<file path="src/rtl/lsq_pkg.sv">
// Shared definitions for the MEM-stage load/store queue: load-type bit
// positions, result-bus layout helpers and the per-entry control record.
package lsq_pkg;

  localparam int LD_TYPE_W = 5;
  localparam int LD_W      = 4;
  localparam int LD_B      = 3;
  localparam int LD_H      = 2;
  localparam int LD_BU     = 1;
  localparam int LD_HU     = 0;

  // mem_rf_bus = {res_from_mem, csr_re, rf_we, rf_waddr, rf_wdata}
  function automatic int rf_bus_w(input int xlen, input int rfa_w);
    return xlen + rfa_w + 3;
  endfunction

  function automatic int rf_waddr_lsb(input int xlen);
    return xlen;
  endfunction

  function automatic int rf_we_bit(input int xlen, input int rfa_w);
    return xlen + rfa_w;
  endfunction

  // Width-independent part of a queue entry; wide fields live in side arrays.
  typedef struct packed {
    logic                 v;
    logic [LD_TYPE_W-1:0] ld_type;
    logic                 res_from_mem;
    logic                 csr_re;
    logic                 rf_we;
    logic                 exc;
    logic                 req;
    logic                 got;
  } lsq_ctrl_t;

endpackage

</file>
<file path="src/rtl/mem_stage_lsq_if.sv">
// EX -> MEM -> WB handshake and SRAM response bundle for the MEM stage.
interface mem_stage_lsq_if
  import lsq_pkg::*;
#(
  parameter int DEPTH = 4,
  parameter int XLEN  = 32,
  parameter int RFA_W = 5
) ();

  localparam int DW    = $clog2(DEPTH) + 2;
  localparam int BUS_W = rf_bus_w(XLEN, RFA_W);

  logic                   ex_valid;
  logic                   ex_allowin;
  logic [XLEN-1:0]        ex_pc;
  logic                   ex_req;
  logic [LD_TYPE_W-1:0]   ex_ld_type;
  logic                   ex_res_from_mem;
  logic                   ex_csr_re;
  logic                   ex_rf_we;
  logic [RFA_W-1:0]       ex_rf_waddr;
  logic [XLEN-1:0]        ex_alu_result;
  logic                   ex_exc;
  logic                   flush;
  logic                   data_ok;
  logic [XLEN-1:0]        rdata;
  logic                   wb_allowin;
  logic                   mem_wb_valid;
  logic [XLEN-1:0]        mem_pc;
  logic [BUS_W-1:0]       mem_rf_bus;
  logic                   mem_exc;
  logic [XLEN-1:0]        mem_alu_result;
  logic [DEPTH-1:0]       blk_we;
  logic [DEPTH*RFA_W-1:0] blk_waddr;
  logic [DW-1:0]          discard_cnt;

  modport master (
    output ex_valid, ex_pc, ex_req, ex_ld_type, ex_res_from_mem, ex_csr_re,
           ex_rf_we, ex_rf_waddr, ex_alu_result, ex_exc, flush, data_ok,
           rdata, wb_allowin,
    input  ex_allowin, mem_wb_valid, mem_pc, mem_rf_bus, mem_exc,
           mem_alu_result, blk_we, blk_waddr, discard_cnt
  );

  modport slave (
    input  ex_valid, ex_pc, ex_req, ex_ld_type, ex_res_from_mem, ex_csr_re,
           ex_rf_we, ex_rf_waddr, ex_alu_result, ex_exc, flush, data_ok,
           rdata, wb_allowin,
    output ex_allowin, mem_wb_valid, mem_pc, mem_rf_bus, mem_exc,
           mem_alu_result, blk_we, blk_waddr, discard_cnt
  );

endinterface

</file>
<file path="src/rtl/mem_stage_lsq_ld_align.sv">
// Load-data aligner: shifts the addressed byte/half to bit 0 and extends it.
module mem_ld_align
  import lsq_pkg::*;
#(
  parameter int XLEN = 32
) (
  input  logic [XLEN-1:0]      data,
  input  logic [1:0]           addr,
  input  logic [LD_TYPE_W-1:0] ld_type,
  output logic [XLEN-1:0]      result
);

  logic [XLEN-1:0] shifted;

  assign shifted = data >> {addr, 3'b000};

  // Pick the extension by load type; word loads pass the raw data through.
  always_comb begin
    result = data;
    if (ld_type[LD_B])       result = {{(XLEN-8){shifted[7]}},   shifted[7:0]};
    else if (ld_type[LD_H])  result = {{(XLEN-16){shifted[15]}}, shifted[15:0]};
    else if (ld_type[LD_BU]) result = {{(XLEN-8){1'b0}},         shifted[7:0]};
    else if (ld_type[LD_HU]) result = {{(XLEN-16){1'b0}},        shifted[15:0]};
  end

endmodule

</file>
<file path="src/rtl/mem_stage_lsq.sv">
// MEM stage with a circular queue of in-flight instructions. In-order SRAM
// responses are matched to the oldest waiting entry; responses owed to
// flushed requests are swallowed by discard_cnt.
module mem_stage_lsq
  import lsq_pkg::*;
#(
  parameter int DEPTH = 4,
  parameter int XLEN  = 32,
  parameter int RFA_W = 5
) (
  input  logic           clk,
  input  logic           reset,
  mem_stage_lsq_if.slave bus
);

  localparam int PW = $clog2(DEPTH);
  localparam int CW = PW + 1;
  localparam int DW = PW + 2;

  lsq_ctrl_t        ctrl_q  [DEPTH];
  lsq_ctrl_t        ctrl_d  [DEPTH];
  logic [XLEN-1:0]  pc_q    [DEPTH];
  logic [XLEN-1:0]  pc_d    [DEPTH];
  logic [XLEN-1:0]  alu_q   [DEPTH];
  logic [XLEN-1:0]  alu_d   [DEPTH];
  logic [XLEN-1:0]  data_q  [DEPTH];
  logic [XLEN-1:0]  data_d  [DEPTH];
  logic [RFA_W-1:0] waddr_q [DEPTH];
  logic [RFA_W-1:0] waddr_d [DEPTH];
  logic [PW-1:0]    head_q, head_d, tail_q, tail_d;
  logic [CW-1:0]    count_q, count_d;
  logic [DW-1:0]    discard_q, discard_d;

  logic             match_hit;
  logic [PW-1:0]    match_idx, scan_idx;
  logic [CW-1:0]    pend_cnt;
  lsq_ctrl_t        head_c;
  logic             resp_take, head_ready, wb_valid, retire, allowin, enq;
  logic [XLEN-1:0]  head_data, ld_result, wdata;
  logic [DEPTH-1:0]       blk_we_c;
  logic [DEPTH*RFA_W-1:0] blk_waddr_c;

  // Find the oldest entry still waiting for its response and count waiters.
  always_comb begin
    match_hit = 1'b0;
    match_idx = head_q;
    scan_idx  = head_q;
    pend_cnt  = '0;
    for (int i = 0; i < DEPTH; i++) begin
      scan_idx = head_q + PW'(i);
      if (!match_hit && ctrl_q[scan_idx].v && ctrl_q[scan_idx].req && !ctrl_q[scan_idx].got) begin
        match_hit = 1'b1;
        match_idx = scan_idx;
      end
      if (ctrl_q[i].v && ctrl_q[i].req && !ctrl_q[i].got) pend_cnt = pend_cnt + CW'(1);
    end
  end

  assign head_c     = ctrl_q[head_q];
  assign resp_take  = bus.data_ok & (discard_q == '0);
  assign head_ready = ~head_c.req | head_c.got | head_c.exc |
                      (resp_take & match_hit & (match_idx == head_q));
  assign head_data  = head_c.got ? data_q[head_q] : bus.rdata;
  assign wb_valid   = head_c.v & head_ready;
  assign retire     = wb_valid & bus.wb_allowin;
  assign allowin    = ~bus.flush & ((count_q < CW'(DEPTH)) | retire);
  assign enq        = bus.ex_valid & allowin;

  mem_ld_align #(.XLEN(XLEN)) u_ld_align (
    .data    (head_data),
    .addr    (alu_q[head_q][1:0]),
    .ld_type (head_c.ld_type),
    .result  (ld_result)
  );

  assign wdata = head_c.res_from_mem ? ld_result : alu_q[head_q];

  // Queue next state: flush wipes everything, else match, retire, enqueue.
  always_comb begin
    ctrl_d    = ctrl_q;
    pc_d      = pc_q;
    alu_d     = alu_q;
    data_d    = data_q;
    waddr_d   = waddr_q;
    head_d    = head_q;
    tail_d    = tail_q;
    count_d   = count_q;
    discard_d = discard_q;
    if (bus.flush) begin
      for (int i = 0; i < DEPTH; i++) ctrl_d[i] = '0;
      head_d    = '0;
      tail_d    = '0;
      count_d   = '0;
      discard_d = discard_q + DW'(pend_cnt) + DW'(bus.ex_valid & bus.ex_req) - DW'(bus.data_ok);
    end else begin
      if (resp_take && match_hit) begin
        ctrl_d[match_idx].got = 1'b1;
        data_d[match_idx]     = bus.rdata;
      end
      if (bus.data_ok && (discard_q != '0)) discard_d = discard_q - DW'(1);
      if (retire) begin
        ctrl_d[head_q].v = 1'b0;
        head_d           = head_q + PW'(1);
      end
      // Enqueue after retire so a full queue can reuse the retiring slot.
      if (enq) begin
        ctrl_d[tail_q] = '{v: 1'b1, ld_type: bus.ex_ld_type,
                           res_from_mem: bus.ex_res_from_mem, csr_re: bus.ex_csr_re,
                           rf_we: bus.ex_rf_we, exc: bus.ex_exc, req: bus.ex_req,
                           got: 1'b0};
        pc_d[tail_q]    = bus.ex_pc;
        alu_d[tail_q]   = bus.ex_alu_result;
        waddr_d[tail_q] = bus.ex_rf_waddr;
        tail_d          = tail_q + PW'(1);
      end
      count_d = count_q + CW'(enq) - CW'(retire);
    end
  end

  // State register with synchronous reset.
  always_ff @(posedge clk) begin
    if (reset) begin
      for (int i = 0; i < DEPTH; i++) begin
        ctrl_q[i]  <= '0;
        pc_q[i]    <= '0;
        alu_q[i]   <= '0;
        data_q[i]  <= '0;
        waddr_q[i] <= '0;
      end
      head_q    <= '0;
      tail_q    <= '0;
      count_q   <= '0;
      discard_q <= '0;
    end else begin
      ctrl_q    <= ctrl_d;
      pc_q      <= pc_d;
      alu_q     <= alu_d;
      data_q    <= data_d;
      waddr_q   <= waddr_d;
      head_q    <= head_d;
      tail_q    <= tail_d;
      count_q   <= count_d;
      discard_q <= discard_d;
    end
  end

  // Per-entry write-back info for the ID-stage hazard check.
  always_comb begin
    blk_we_c    = '0;
    blk_waddr_c = '0;
    for (int i = 0; i < DEPTH; i++) begin
      blk_we_c[i]                   = ctrl_q[i].v & ctrl_q[i].rf_we;
      blk_waddr_c[i*RFA_W +: RFA_W] = waddr_q[i];
    end
  end

  assign bus.ex_allowin     = allowin;
  assign bus.mem_wb_valid   = wb_valid;
  assign bus.mem_pc         = pc_q[head_q];
  assign bus.mem_exc        = head_c.v & head_c.exc;
  assign bus.mem_alu_result = alu_q[head_q];
  assign bus.mem_rf_bus     = {head_c.res_from_mem, head_c.csr_re & head_c.v,
                               head_c.rf_we & head_c.v, waddr_q[head_q], wdata};
  assign bus.blk_we         = blk_we_c;
  assign bus.blk_waddr      = blk_waddr_c;
  assign bus.discard_cnt    = discard_q;

endmodule

</file>
<file path="src/flat_wrapper.sv">
// flat-port wrapper written by rule: the top's interface ports become plain ports
module mem_stage_lsq_flat import lsq_pkg::*;
#(
  parameter int DEPTH = 4,
  parameter int XLEN  = 32,
  parameter int RFA_W = 5
)
  (clk, reset, bus_ex_valid, bus_ex_pc, bus_ex_req, bus_ex_ld_type, bus_ex_res_from_mem, bus_ex_csr_re, bus_ex_rf_we, bus_ex_rf_waddr, bus_ex_alu_result, bus_ex_exc, bus_flush, bus_data_ok, bus_rdata, bus_wb_allowin, bus_ex_allowin, bus_mem_wb_valid, bus_mem_pc, bus_mem_rf_bus, bus_mem_exc, bus_mem_alu_result, bus_blk_we, bus_blk_waddr, bus_discard_cnt);
  mem_stage_lsq_if #(.DEPTH(DEPTH), .XLEN(XLEN), .RFA_W(RFA_W)) bus_i ();
  input  logic clk;
  input  logic reset;
  input wire logic [$bits(bus_i.ex_valid)-1:0] bus_ex_valid;
  input wire logic [$bits(bus_i.ex_pc)-1:0] bus_ex_pc;
  input wire logic [$bits(bus_i.ex_req)-1:0] bus_ex_req;
  input wire logic [$bits(bus_i.ex_ld_type)-1:0] bus_ex_ld_type;
  input wire logic [$bits(bus_i.ex_res_from_mem)-1:0] bus_ex_res_from_mem;
  input wire logic [$bits(bus_i.ex_csr_re)-1:0] bus_ex_csr_re;
  input wire logic [$bits(bus_i.ex_rf_we)-1:0] bus_ex_rf_we;
  input wire logic [$bits(bus_i.ex_rf_waddr)-1:0] bus_ex_rf_waddr;
  input wire logic [$bits(bus_i.ex_alu_result)-1:0] bus_ex_alu_result;
  input wire logic [$bits(bus_i.ex_exc)-1:0] bus_ex_exc;
  input wire logic [$bits(bus_i.flush)-1:0] bus_flush;
  input wire logic [$bits(bus_i.data_ok)-1:0] bus_data_ok;
  input wire logic [$bits(bus_i.rdata)-1:0] bus_rdata;
  input wire logic [$bits(bus_i.wb_allowin)-1:0] bus_wb_allowin;
  output wire logic [$bits(bus_i.ex_allowin)-1:0] bus_ex_allowin;
  output wire logic [$bits(bus_i.mem_wb_valid)-1:0] bus_mem_wb_valid;
  output wire logic [$bits(bus_i.mem_pc)-1:0] bus_mem_pc;
  output wire logic [$bits(bus_i.mem_rf_bus)-1:0] bus_mem_rf_bus;
  output wire logic [$bits(bus_i.mem_exc)-1:0] bus_mem_exc;
  output wire logic [$bits(bus_i.mem_alu_result)-1:0] bus_mem_alu_result;
  output wire logic [$bits(bus_i.blk_we)-1:0] bus_blk_we;
  output wire logic [$bits(bus_i.blk_waddr)-1:0] bus_blk_waddr;
  output wire logic [$bits(bus_i.discard_cnt)-1:0] bus_discard_cnt;
  assign bus_i.ex_valid = bus_ex_valid;
  assign bus_i.ex_pc = bus_ex_pc;
  assign bus_i.ex_req = bus_ex_req;
  assign bus_i.ex_ld_type = bus_ex_ld_type;
  assign bus_i.ex_res_from_mem = bus_ex_res_from_mem;
  assign bus_i.ex_csr_re = bus_ex_csr_re;
  assign bus_i.ex_rf_we = bus_ex_rf_we;
  assign bus_i.ex_rf_waddr = bus_ex_rf_waddr;
  assign bus_i.ex_alu_result = bus_ex_alu_result;
  assign bus_i.ex_exc = bus_ex_exc;
  assign bus_i.flush = bus_flush;
  assign bus_i.data_ok = bus_data_ok;
  assign bus_i.rdata = bus_rdata;
  assign bus_i.wb_allowin = bus_wb_allowin;
  assign bus_ex_allowin = bus_i.ex_allowin;
  assign bus_mem_wb_valid = bus_i.mem_wb_valid;
  assign bus_mem_pc = bus_i.mem_pc;
  assign bus_mem_rf_bus = bus_i.mem_rf_bus;
  assign bus_mem_exc = bus_i.mem_exc;
  assign bus_mem_alu_result = bus_i.mem_alu_result;
  assign bus_blk_we = bus_i.blk_we;
  assign bus_blk_waddr = bus_i.blk_waddr;
  assign bus_discard_cnt = bus_i.discard_cnt;
  mem_stage_lsq #(.DEPTH(DEPTH), .XLEN(XLEN), .RFA_W(RFA_W)) u_core (.clk(clk), .reset(reset), .bus(bus_i));
endmodule
</file>
<file path="config.mk">
export PLATFORM = sky130hd
export DESIGN_NAME = mem_stage_lsq_flat
export DESIGN_NICKNAME = d
export VERILOG_FILES = /design/src/rtl/lsq_pkg.sv /design/src/rtl/mem_stage_lsq_if.sv /design/src/rtl/mem_stage_lsq_ld_align.sv /design/src/rtl/mem_stage_lsq.sv /design/src/flat_wrapper.sv
export SDC_FILE = /design/constraint.sdc
export NUM_CORES = 1
export LEC_CHECK = 0
export CORE_MARGIN = 2
export CORE_UTILIZATION = 58
export CTS_BUF_LIST = sky130_fd_sc_hd__clkbuf_8
export DETAILED_ROUTE_END_ITERATION = 12
export PLACE_DENSITY = 0.82
export SYNTH_ARGS = -nofsm -noshare
export SYNTH_HDL_FRONTEND = slang
export SYNTH_SLANG_ARGS = --single-unit
</file>
<file path="constraint.sdc">
create_clock -name clk -period 4.53 [get_ports clk]
set_input_delay 0.6795 -clock clk [delete_from_list [all_inputs] [get_ports clk]]
set_output_delay 0.6795 -clock clk [all_outputs]
set_load 0.005 [all_outputs]
</file>
==> results.txt, run 1 <==
- The net count of the finished layout is 2362.
- Final non-filler cell area: 26100 sq um
- Critical path required time: 3850 ps
* Vias in the first global route: 16342
- Yosys mapped the design onto 61 distinct sky130hd cell types.
- Hold path cells: 2
* Per-cell via count in the routed design: 5.81
- Routed wirelength normalized by instance count: 20.2 microns
* Core ar.: 36600 sq um
- Subtracting the final worst setup slack from the clock period gives 4420 ps.
- Of the cells placed in the final design, the portion with a size suffix greater than 1 is 0.139.
- Worst hold slack: 475 ps
- Share of synthesized area occupied by flip-flops and latches: 0.425
- Tightest slew margin relative to the limit: 0.00125
* Type of the setup path with the least slack: reg2out
- Total setup violations reported at the end of the flow: 0
- Dividing the final minimum period by the clock period gives 0.976.
- EDFF count, synth: 0
* Combined area of the multi-input logic cells: 11600 sq um
- Registers take 9200 sq um.
- Buffer cell driving the clock tree root: sky130_fd_sc_hd__clkbuf_8
- The number of hold violations in the final report is 0.
* Global-route wire length before repair: 87.8 mm
* Max Cap Viol: 0
* Result of the run: finished clean
- Most used flip-flop cell after synthesis: sky130_fd_sc_hd__dfxtp_1
- Highest Clock Rate: 226 MHz
- In this run the core area contains 70 standard-cell rows.
* CP delay by family, top: simple AND/OR/NAND/NOR gates
* Cell type contributing the most total cell area after synthesis: sky130_fd_sc_hd__dfxtp_1
- CP arrival: 3740 ps
- The detail route stage leaves a number of antenna-violating nets equal to 0.
- The initial antenna violation count was 8.
* Cell types occupying the most area after synthesis: sky130_fd_sc_hd__dfxtp_1, sky130_fd_sc_hd__mux2i_1, sky130_fd_sc_hd__mux4_2, sky130_fd_sc_hd__nor2_1, sky130_fd_sc_hd__nand2b_1
- For this run, the total global-route usage over all layers was measured as 0.286.
- The Yosys step of the flow raised 0 warnings.
- Leftover overflow at the end of global routing: 0
- Transition time at the pin with the least slew margin: 1500 ps
* Number of filler instances in the final layout: 2614
- Measured along the y axis, the die boundary spans 197 microns.
- Gpl congestion: 0.859
- Mapped Area: 21600 sq um
- Setup slack of the most critical reg-to-reg path: 820 ps
- Total detailed-routing wirelength: 55.6 mm
- The path class of the tightest hold or removal check is reg2reg.
- The clock drives 459 sinks.
- Beginning of the worst hold path: u_core.data_q[16]
* Total vias in the final route: 15975
* HPWL after detailed placement: 37.2 mm
- Before antenna repair, the detailed router went through 5 iterations.
* Async set-or-reset flop fraction in the synthesized netlist: 0
* Synthesized Nets: 2133
- 252 I/O pins were placed.
- Slowest stage cell on the critical path: sky130_fd_sc_hd__dfxtp_4
- Counting both buffers and inverters, the worst setup path holds a total of 2.
* Count of cells along the worst register-to-register path: 10
- Buffers added on ports: 250
- Area growth from synthesis to layout: 20.9%
- Utilization after layout: 0.714
- Cells after Synth: 1993
- Unrepaired setup endpoints after global routing: true
- Clock-pin slew was measured on the worst setup and hold paths at 60 ps.
- Number of buffers created by CTS: 77
- R2R Path End: u_core.alu_q[59]
- Later-pin clock latency in the skew report: 640 ps
* CTS tree: yes
- By count the netlist is led by sky130_fd_sc_hd__mux2i_1, sky130_fd_sc_hd__dfxtp_1, sky130_fd_sc_hd__nor2_1, sky130_fd_sc_hd__nand2b_1, sky130_fd_sc_hd__mux4_2.
- For this configuration, the core starts out at a cell density of 0.590.
- The share of synthesized area in the top cell type comes to 0.425.
* Post-Route Skew: 28.5 ps
- Leak pwr: 0.00967 uW
* Cell area power density: 331 nW/um^2
- Delay of the slowest cell on the worst path: 540 ps
- Starting DRC count in detailed routing: 919
- The clock passes through at most 3 buffers.
- By instance count, the leading cell after synthesis is sky130_fd_sc_hd__mux2i_1.
* Floorplan die area: 38800 sq um
* List of cells traversed by the critical path: buf_6 > mux4_2 > or2_2 > or3_4 > mux2i_1 > mux2_2 > clkdlybuf4s50_1
- CTS Hold Bufs: 0
* VDD IR-drop max: 340 uV
- After detailed placement, the total cell area comes to 24500 sq um.
- In this run the critical register-to-register path is launched from u_core.head_q[1].
* Flip-flop and latch count after synthesis: 459
* CTS HTree Levels: 3
* DRC Markers: 0
- Critical Path Fanout Max: 18
* Pin count of the biggest net entering global routing: 305
* Sort of element at the end of the critical path: output pin
- Slew Viols, Final: 0
* Startpoint kind of the worst setup timing path: register
- The worst hold path terminates at u_core.data_q[16].
* Die W: 197 microns
- Post-synthesis area per instance: 10.8 sq um
placed cells by master, fill, tap and decap left out, types with 8 or more instances in the layout:
cell                              instances
sky130_fd_sc_hd__dfxtp_1                457
sky130_fd_sc_hd__and2_1                  10
sky130_fd_sc_hd__o21ai_0                  8
sky130_fd_sc_hd__nand2_1                 34
sky130_fd_sc_hd__a21oi_1                 25
sky130_fd_sc_hd__mux2i_1                469
sky130_fd_sc_hd__mux4_2                 112
sky130_fd_sc_hd__mux2_2                  10
sky130_fd_sc_hd__a32oi_1                  9
sky130_fd_sc_hd__nor2_1                 365
sky130_fd_sc_hd__o22a_1                  18
sky130_fd_sc_hd__clkdlybuf4s50_1        249
sky130_fd_sc_hd__ha_1                    20
sky130_fd_sc_hd__xnor2_1                 10
sky130_fd_sc_hd__inv_1                   46
sky130_fd_sc_hd__buf_4                   31
sky130_fd_sc_hd__clkbuf_8                96
sky130_fd_sc_hd__buf_12                  14
sky130_fd_sc_hd__nand2b_1               171
per-stage QoR:
step / power, uW / TNS (ps) / setup WS (ps) / cells
final: 8660 / 0 / 110 / 2748
after global routing: 8970 / -3.30 / -3.30 / 2748
after CTS: 8720 / 0 / 8.82 / 2741
after detailed placement: 5030 / 0 / 514 / 2605
after global placement: 5010 / 0 / 546 / 2605
after floorplan: 4640 / 0 / 1230 / 1993
cell families after synthesis:
logic type,count (synthesis),share of synthesized area
adder cells (fa/ha/maj),23,0.0144
multiplexers,595,0.341
flip-flops,459,0.425
AO/OA/AOI/OAI,109,0.0386
buffers and inverters,173,0.0408
AND/OR/NAND/NOR,622,0.135
XOR/XNOR,12,0.00486
repair_timing:
action / 4_1_cts / 5_1_grt
resized for setup: 10 / 8
endpoints found under the setup margin: 24 / 24
setup buffers: 0 / 6
state kept, by name (all words and copies together) (netlist names):
signal and count:
u_core.head_q 2, u_core.count_q 3, u_core.tail_q 2, u_core.data_q 128, u_core.ctrl_q 44, u_core.bus.discard_cnt 4, u_core.pc_q 128, u_core.bus.blk_waddr 20
u_core.alu_q 128
layer usage:
layer | up-vias | GRT usage | wire, microns
met1 | 7861 | 0.359 | 23300
met4 | 14 | 0.126 | 2160
met2 | 486 | 0.463 | 26000
met5 | - | 0 | 91
li1 | 7466 | - | -
met3 | 148 | 0.0809 | 4000
worst min-delay path, stage by stage, from the launching register on:
cell                       delay (ps)
sky130_fd_sc_hd__dfxtp_1          310
sky130_fd_sc_hd__nand2b_1          60
sky130_fd_sc_hd__mux2i_1           50
how the worst max path moves through the flow:
| stage | start | to | slack [ps] | depth (start not counted) |
|---|---|---|---|---|
| global route | u_core.head_q[1] | bus_mem_rf_bus[28] | -3 | 11 |
| finish | u_core.head_q[1] | bus_mem_rf_bus[7] | 110 | 7 |
| floorplan | u_core.head_q[0] | bus_mem_pc[10] | 1230 | 9 |
| detailed placement | u_core.head_q[1] | bus_mem_rf_bus[7] | 510 | 7 |
| global placement | u_core.head_q[1] | bus_mem_rf_bus[7] | 550 | 7 |
| CTS | u_core.head_q[1] | bus_mem_rf_bus[7] | 9 | 7 |
power by group:
part / leakage, uW / internal, uW / switching (uW) / total (uW)
logic: 0.00506 / 426 / 405 / 831
clock network: 0.000903 / 2020 / 1680 / 3700
registers: 0.00371 / 4090 / 37.1 / 4130
total: 0.00967 / 6530 / 2120 / 8660
cell type report:
type | instances | area share
multi-input combinational | 1361 | 0.445
sequential | 459 | 0.352
timing repair buffer | 300 | 0.118
clock buffer | 95 | 0.0501
tap | 468 | 0.0224
clock inverter | 41 | 0.00953
inverter | 23 | 0.00340
antenna | 1 | 0.0000958
No activity file was read; power rests on OpenSTA's default activity.
==> run 2: changes to the inputs <==
- CORE_UTILIZATION: 58 -> 57
- CTS_BUF_LIST: sky130_fd_sc_hd__clkbuf_8 -> default
- PLACE_DENSITY: 0.82 -> 0.81
- SETUP_SLACK_MARGIN: default -> 0.5
==> results.txt, run 2 (same netlist as run 1, synthesis figures left out) <==
- The all-layer global routing usage came to 0.289 (+0.00228).
* Gpl congestion: 0.906 (+5.5%)
* Type of the setup path with the least slack: reg2out
- CTS tree: yes
- Number of buffers created by CTS: 48 (-38%)
* Number of clock sinks: 459 (unchanged)
- Hold violation count in the final report: 0 (unchanged)
* Area growth from synthesis to layout: 23.3%
- Leftover overflow at the end of global routing: 0 (unchanged)
- Cell area power density: 340 nW/um^2 (+2.5%)
- The source-to-sink clock delay at the later pin of the worst-skew pair came to 600 ps (-40 ps).
- HPWL after detailed placement: 36.6 mm (-1.5%)
- The arrival time of data at the critical path endpoint is 3460 ps (-280 ps).
- The largest individual stage delay along the critical path comes from the cell sky130_fd_sc_hd__mux4_2.
- Final #Nets: 2349 (-0.55%)
* Type of the most critical hold path: in2reg
- The worst hold slack after final layout came to 462 ps (-13.3 ps).
- The static power due to leakage came to 0.00983 uW (+1.6%).
* VDD IR-drop max: 344 uV (+1.2%)
* Router iterations before antenna repair: 5 (unchanged)
- The library cell used most frequently in the layout, excluding fill and tap cells, is sky130_fd_sc_hd__dfxtp_1.
- Total setup violations reported at the end of the flow: 0 (unchanged)
* Final antenna-violating net count: 0 (unchanged)
* List of cells traversed by the critical path: mux4_2 > buf_6 > mux2i_4 > mux2_4 > mux2_4 > mux2i_1 > mux2_2 > clkdlybuf4s50_1
- The run finished with clean final reports.
* Transition time at the pin with the least slew margin: 1280 ps (-217 ps)
- The boundary pin count was 252 (unchanged).
- The setup TNS came to 0 ps (unchanged).
- The height of the die is 199 microns (+0.86%).
* Area after DPL: 24400 sq um (-0.22%)
- STA classifies the critical path endpoint as an output pin.
* Cell row count: 71 (+1.4%)
- Unrepaired setup endpoints after global routing: true
- The share of the clock period used by the worst path came to 0.914 (-0.0614).
- The fraction of layout instances using a drive strength above 1 was 0.156 (+0.0173).
- The placeable core region is 37500 sq um (+2.4%).
- Startpoint kind of the worst setup timing path: register
* Initial cell density of the core: 0.576 (-0.0138)
* Clk buf depth: 3 (unchanged)
* Highest Clock Rate: 241 MHz (+6.7%)
- Total detailed-routing wirelength: 57.4 mm (+3.3%)
- CTS HTree Levels: 2 (-1)
- Registers with the highest flip-flop counts: u_core.alu_q x128, u_core.data_q x128, u_core.pc_q x128
- Delay of the slowest cell on the worst path: 640 ps (+100 ps)
- Initial antenna violation count: 10 (+2)
* Most frequent cells in the layout: sky130_fd_sc_hd__dfxtp_1, sky130_fd_sc_hd__mux2i_1, sky130_fd_sc_hd__nor2_1, sky130_fd_sc_hd__clkdlybuf4s50_1, sky130_fd_sc_hd__nand2b_1
- Cell type with the highest occurrence count on the critical path: sky130_fd_sc_hd__mux2_4
* Floorplan die area: 39500 sq um (+1.7%)
* Slew Viols, Final: 0 (unchanged)
- Max Cap Viol: 0 (unchanged)
- Global-route wire length before repair: 89.6 mm (+2.0%)
* Critical path required time: 3850 ps (about the same)
- The finished layout cell area came to 26600 sq um (+2.0%).
* Per-cell via count in the routed design: 5.81 (about the same)
- The tree is rooted in a sky130_fd_sc_hd__clkbuf_16.
- Starting DRC count in detailed routing: 1101 (+20%)
* Vias in the first global route: 16352 (+0.061%)
- The largest clock skew in the final design is 19.7 ps (-8.79 ps).
- The maximum number of pins on one net before global-route repair is 286 (-6.2%).
- The maximum fanout along the worst path came to 4 (-14).
- The clock transition at the register clock pins on the worst setup and hold paths after CTS was 60 ps (about the same).
- Total vias in the final route: 16028 (+0.33%)
* Buffers added on ports: 250 (unchanged)
- The x dimension of the die was 199 microns (+0.86%).
- The average wire per standard cell is 20.8 microns (+3.0%).
- The minimum period implied by the final worst setup slack came to 4140 ps (-278 ps).
* Number of filler instances in the final layout: 2660 (+1.8%)
- Tightest slew margin relative to the limit: 0.146 (+0.145)
* DRC Markers: 0 (unchanged)
-- run 2: cell type report --
| type | instances | area [sq um] | share of cell area |
|---|---|---|---|
| timing repair buffer | 315 | 3190 | 0.120 |
| inverter | 23 | 92.6 | 0.00347 |
| antenna | 3 | 7.51 | 0.000282 |
| multi-input combinational | 1362 | 11900 | 0.446 |
| tap | 511 | 639 | 0.0240 |
| clock buffer | 62 | 1310 | 0.0493 |
| sequential | 459 | 9200 | 0.345 |
| clock inverter | 23 | 309 | 0.0116 |
-- run 2: repair_timing --
| action | in CTS | in global routing |
|---|---|---|
| setup endpoints to repair | 33 | 31 |
| pin swaps | 13 | 12 |
| hold buffers | 0 | 0 |
| buffers inserted | 25 | 5 |
| gates cloned | 3 | 0 |
| gates resized for setup | 110 | 72 |
-- run 2: critical path: cells and delay by family (launching register included) --
| kind | cells | cell delay, ps |
|---|---|---|
| muxes | 6 | 1790 |
| buffers and inverters | 2 | 690 |
| DFF | 1 | 400 |
-- run 2: final timing paths --
path | from | end | slack (ps) | depth (start not counted)
worst max-delay path | u_core.head_q[0] | bus_mem_rf_bus[7] | 390 | 8
worst min-delay path | reset | u_core.bus.discard_cnt[3] | 460 | 2
worst min register to register | u_core.data_q[16] | u_core.data_q[16] | 470 | 2
worst max register to register | u_core.head_q[0] | u_core.count_q[2] | 930 | 13
-- run 2: report_power, final --
group	leakage (uW)	switching (uW)	total, uW	internal, uW
Sequential	0.00371	37.9	4130	4090
Clock	0.000803	1660	4060	2400
Combinational	0.00532	427	858	431
-- run 2: layer usage --
metal,wire (microns),part of all wire,global-route usage,vias to the layer above
li1,-,-,-,7444
met1,23200,0.40,0.349,7930
met2,28100,0.49,0.497,514
met3,4350,0.076,0.0802,126
met4,1700,0.030,0.0948,14
met5,98,0.0017,0,-
-- run 2: through the flow --
| stage | utilization | total power (uW) | setup WS [ps] | cells |
|---|---|---|---|---|
| 2_1_floorplan | - | 4640 | 1230 | 1993 |
| 3_3_place_gp | 0.651 | 5010 | 494 | 2637 |
| 3_5_place_dp | 0.651 | 5030 | 423 | 2637 |
| 4_1_cts | 0.709 | 9100 | 307 | 2750 |
| 5_1_grt | 0.711 | 9340 | 346 | 2757 |
| 6_report | 0.711 | 9050 | 388 | 2758 |
==> run 3: changes to the inputs <==
- CORE_UTILIZATION: 57 -> 33
- PLACE_DENSITY: 0.81 -> default
- SLEW_MARGIN: default -> 0
==> results.txt, run 3 (same netlist as run 1, synthesis figures left out) <==
* Slew Viols, Final: 0 (unchanged)
- Gate power share: 0.091 (-0.004)
* Vias in the first global route: 16292 (-0.37%)
- The worst setup path is of the reg2out kind.
- Overall Global Routing Usage: 0.181 (-0.107)
* Total setup violations reported at the end of the flow: 0 (unchanged)
- Number of filler instances in the final layout: 6035 (+130%)
- Final #Nets: 2380 (+1.3%)
- STA classifies the critical path endpoint as an output pin.
- The placeable core region was 64600 sq um (+72%).
- The library cell used most frequently in the layout, excluding fill and tap cells, is sky130_fd_sc_hd__mux2i_1.
- The min-delay analysis places its worst path in the category in2reg.
- Most frequent cells in the layout: sky130_fd_sc_hd__mux2i_1, sky130_fd_sc_hd__dfxtp_1, sky130_fd_sc_hd__nor2_1, sky130_fd_sc_hd__clkdlybuf4s50_1, sky130_fd_sc_hd__nand2b_1
- The sequential cell fraction of total power came to 0.427 (-0.029).
- The peak supply drop is 280 uV (-19%).
- CTS tree: yes
- Setup repair after global routing could not meet its margin everywhere.
- The maximum number of pins on one net before global-route repair is 294 (+2.8%).
* Result of the run: finished clean
- The most critical setup path has its endpoint at bus_mem_rf_bus[7].
* Net Sw Power: 2240 uW (+5.3%)
* Total detailed-routing wirelength: 63.0 mm (+9.7%)
- Die W: 260 microns (+31%)
- The total vias in the final route came to 15928 (-0.62%).
- The average wire per standard cell came to 20.1 microns (-3.6%).
* Floorplan die area: 67500 sq um (+71%)
- The share of the clock period used by the worst path was 0.899 (-0.0158).
- CTS HTree Levels: 2 (unchanged)
- The setup TNS was 0 ps (unchanged).
* Registers with the highest flip-flop counts: u_core.alu_q x128, u_core.data_q x128, u_core.pc_q x128
* Share of cells above drive strength 1: 0.169 (+0.0135)
* Switching Fraction: 0.232 (-0.00323)
- The depth of the most critical reg-to-reg path came to 12 (-1).
- The buffer levels on the longest clock path came to 3 (unchanged).
- The placed instance area is 24800 sq um (+1.8%).
- The source-to-sink clock delay at the later pin of the worst-skew pair was 610 ps (about the same).
- The number of DRC violations after detailed routing came to 0 (unchanged).
- Cell row count: 93 (+31%)
* Fin crit period: 4070 ps (-71.7 ps)
* Setup slack of the most critical reg-to-reg path: 780 ps (-150 ps)
* Buffer cell driving the clock tree root: sky130_fd_sc_hd__clkbuf_16
- The finished layout cell area was 27700 sq um (+3.9%).
* Internal power component: 7420 uW (+7.2%)
- The upper clock frequency limit came to 246 MHz (+1.8%).
* Number of clock sinks: 459 (unchanged)
- Starting DRC count in detailed routing: 905 (-18%)
* Leftover overflow at the end of global routing: 0 (unchanged)
* Final antenna-violating net count: 0 (unchanged)
* Critical Path Fanout Max: 5 (+1)
- Leak pwr: 0.0102 uW (+3.3%)
- The number of hold violations in the final report is 0 (unchanged).
- HPWL after detailed placement: 40.8 mm (+12%)
- R2R Path End: u_core.data_q[77]
- Max Cap Viol: 0 (unchanged)
- The ratio of routed vias to standard cells came to 5.07 (-13%).
* Gpl congestion: 0.865 (-4.5%)
- Global-route wire length before repair: 96.0 mm (+7.2%)
- The required time at the endpoint of the critical path was 3850 ps (about the same).
- The arrival time of data at the critical path endpoint was 3390 ps (-70 ps).
* Reg2Reg Launch Point: u_core.head_q[0]
* Reg clk slew, reported paths: 60 ps (about the same)
- The worst setup path is launched from a register.
- Initial cell density of the core: 0.335 (-0.242)
- Initial antenna violation count: 7 (-3)
- The quantity of I/O buffers inserted on ports is 250 (unchanged).
- Router iterations before antenna repair: 6 (+1)
- CTS Hold Bufs: 0 (unchanged)
* Cell area power density: 349 nW/um^2 (+2.7%)
* Top-Level Pins: 252 (unchanged)
* Vertical die dimension: 260 microns (+31%)
- Tightest slew margin relative to the limit: 0.192 (+0.0462)
- The total clock buffers created by CTS came to 52 (+8.3%).
- Area growth from synthesis to layout: 28.1%
* Transition time at the pin with the least slew margin: 1210 ps (-69.3 ps)
- Post-Route Skew: 20.6 ps (+0.921 ps)
- Clk network pwr share: 0.482 (+0.033)
* Critical Path Start: u_core.head_q[0]
==> run 3: changes by cell type in the layout (fill, tap and decap cells not counted), moves of 4 or more <==
cell                        previous run  this run
sky130_fd_sc_hd__buf_12               14        22
sky130_fd_sc_hd__clkbuf_16            48        54
sky130_fd_sc_hd__clkbuf_8              6        14
sky130_fd_sc_hd__a21oi_1              18        22
sky130_fd_sc_hd__buf_6                16         9
sky130_fd_sc_hd__a21oi_2               8         4
sky130_fd_sc_hd__mux2i_1             456       460
sky130_fd_sc_hd__buf_4                31        55
==> run 3: how the worst min path moves through the flow <==
stage / endpoint / startpoint / cells past startpoint
after detailed placement: u_core.data_q[17] / u_core.data_q[17] / 2
after global routing: u_core.alu_q[62] / reset / 2
after floorplan: u_core.ctrl_q[24] / u_core.ctrl_q[24] / 2
after global placement: u_core.data_q[14] / u_core.data_q[14] / 2
final: u_core.bus.discard_cnt[3] / reset / 2
after CTS: u_core.alu_q[126] / reset / 2
==> run 3: power groups by stage <==
stage	Combinational, uW	Sequential (uW)	Clock (uW)
2_1_floorplan	431	4210	0
3_3_place_gp	830	4210	0
3_5_place_dp	842	4210	0
4_1_cts	872	4120	4780
5_1_grt	944	4130	4940
6_report	879	4130	4650
==> run 3: area by class of cell <==
class,count,area [sq um],share of cell area
Inverter,23,92.6,0.00334
Timing Repair Buffer,343,3550,0.128
Clock buffer,72,1540,0.0555
Clock inverter,26,390,0.0141
Antenna cell,1,2.50,0.0000904
Tap cell,855,1070,0.0386
Multi-Input combinational cell,1361,11800,0.428
Sequential cell,459,9200,0.332
==> run 3: per-stage QoR <==
step | setup slack (ps) | utilization | total power (uW) | hold WS [ps] | std cells
finish | 460 | 0.429 | 9660 | 402 | 3140
global route | 351 | 0.429 | 10000 | 397 | 3140
CTS | 353 | 0.425 | 9780 | 373 | 3118
detailed placement | 326 | 0.385 | 5050 | 463 | 2983
global placement | 348 | 0.385 | 5040 | 456 | 2983
floorplan | 1230 | - | 4640 | 437 | 1993
==> run 3: per-layer routing <==
layer,up-vias,part of all wire,GRT usage
li1,7514,-,-
met1,7916,0.42,0.225
met2,388,0.48,0.307
met3,98,0.069,0.0493
met4,12,0.025,0.0552
met5,-,0.0011,0
==> run 3: critical path, cell delays in order, from the launching register on <==
cell and delay (ps):
sky130_fd_sc_hd__dfxtp_4 400, sky130_fd_sc_hd__mux4_2 580, sky130_fd_sc_hd__buf_12 170, sky130_fd_sc_hd__mux2i_4 190, sky130_fd_sc_hd__mux2_2 280, sky130_fd_sc_hd__mux2_4 280
sky130_fd_sc_hd__mux2i_1 150, sky130_fd_sc_hd__mux2_2 230, sky130_fd_sc_hd__clkdlybuf4s50_1 520
==> run 3: what timing repair did <==
action | 4_1_cts | 5_1_grt
setup endpoints to repair | 80 | 31
setup buffers | 34 | 20
gates cloned | 3 | 1
resized for setup | 115 | 52
pin swaps | 11 | 17
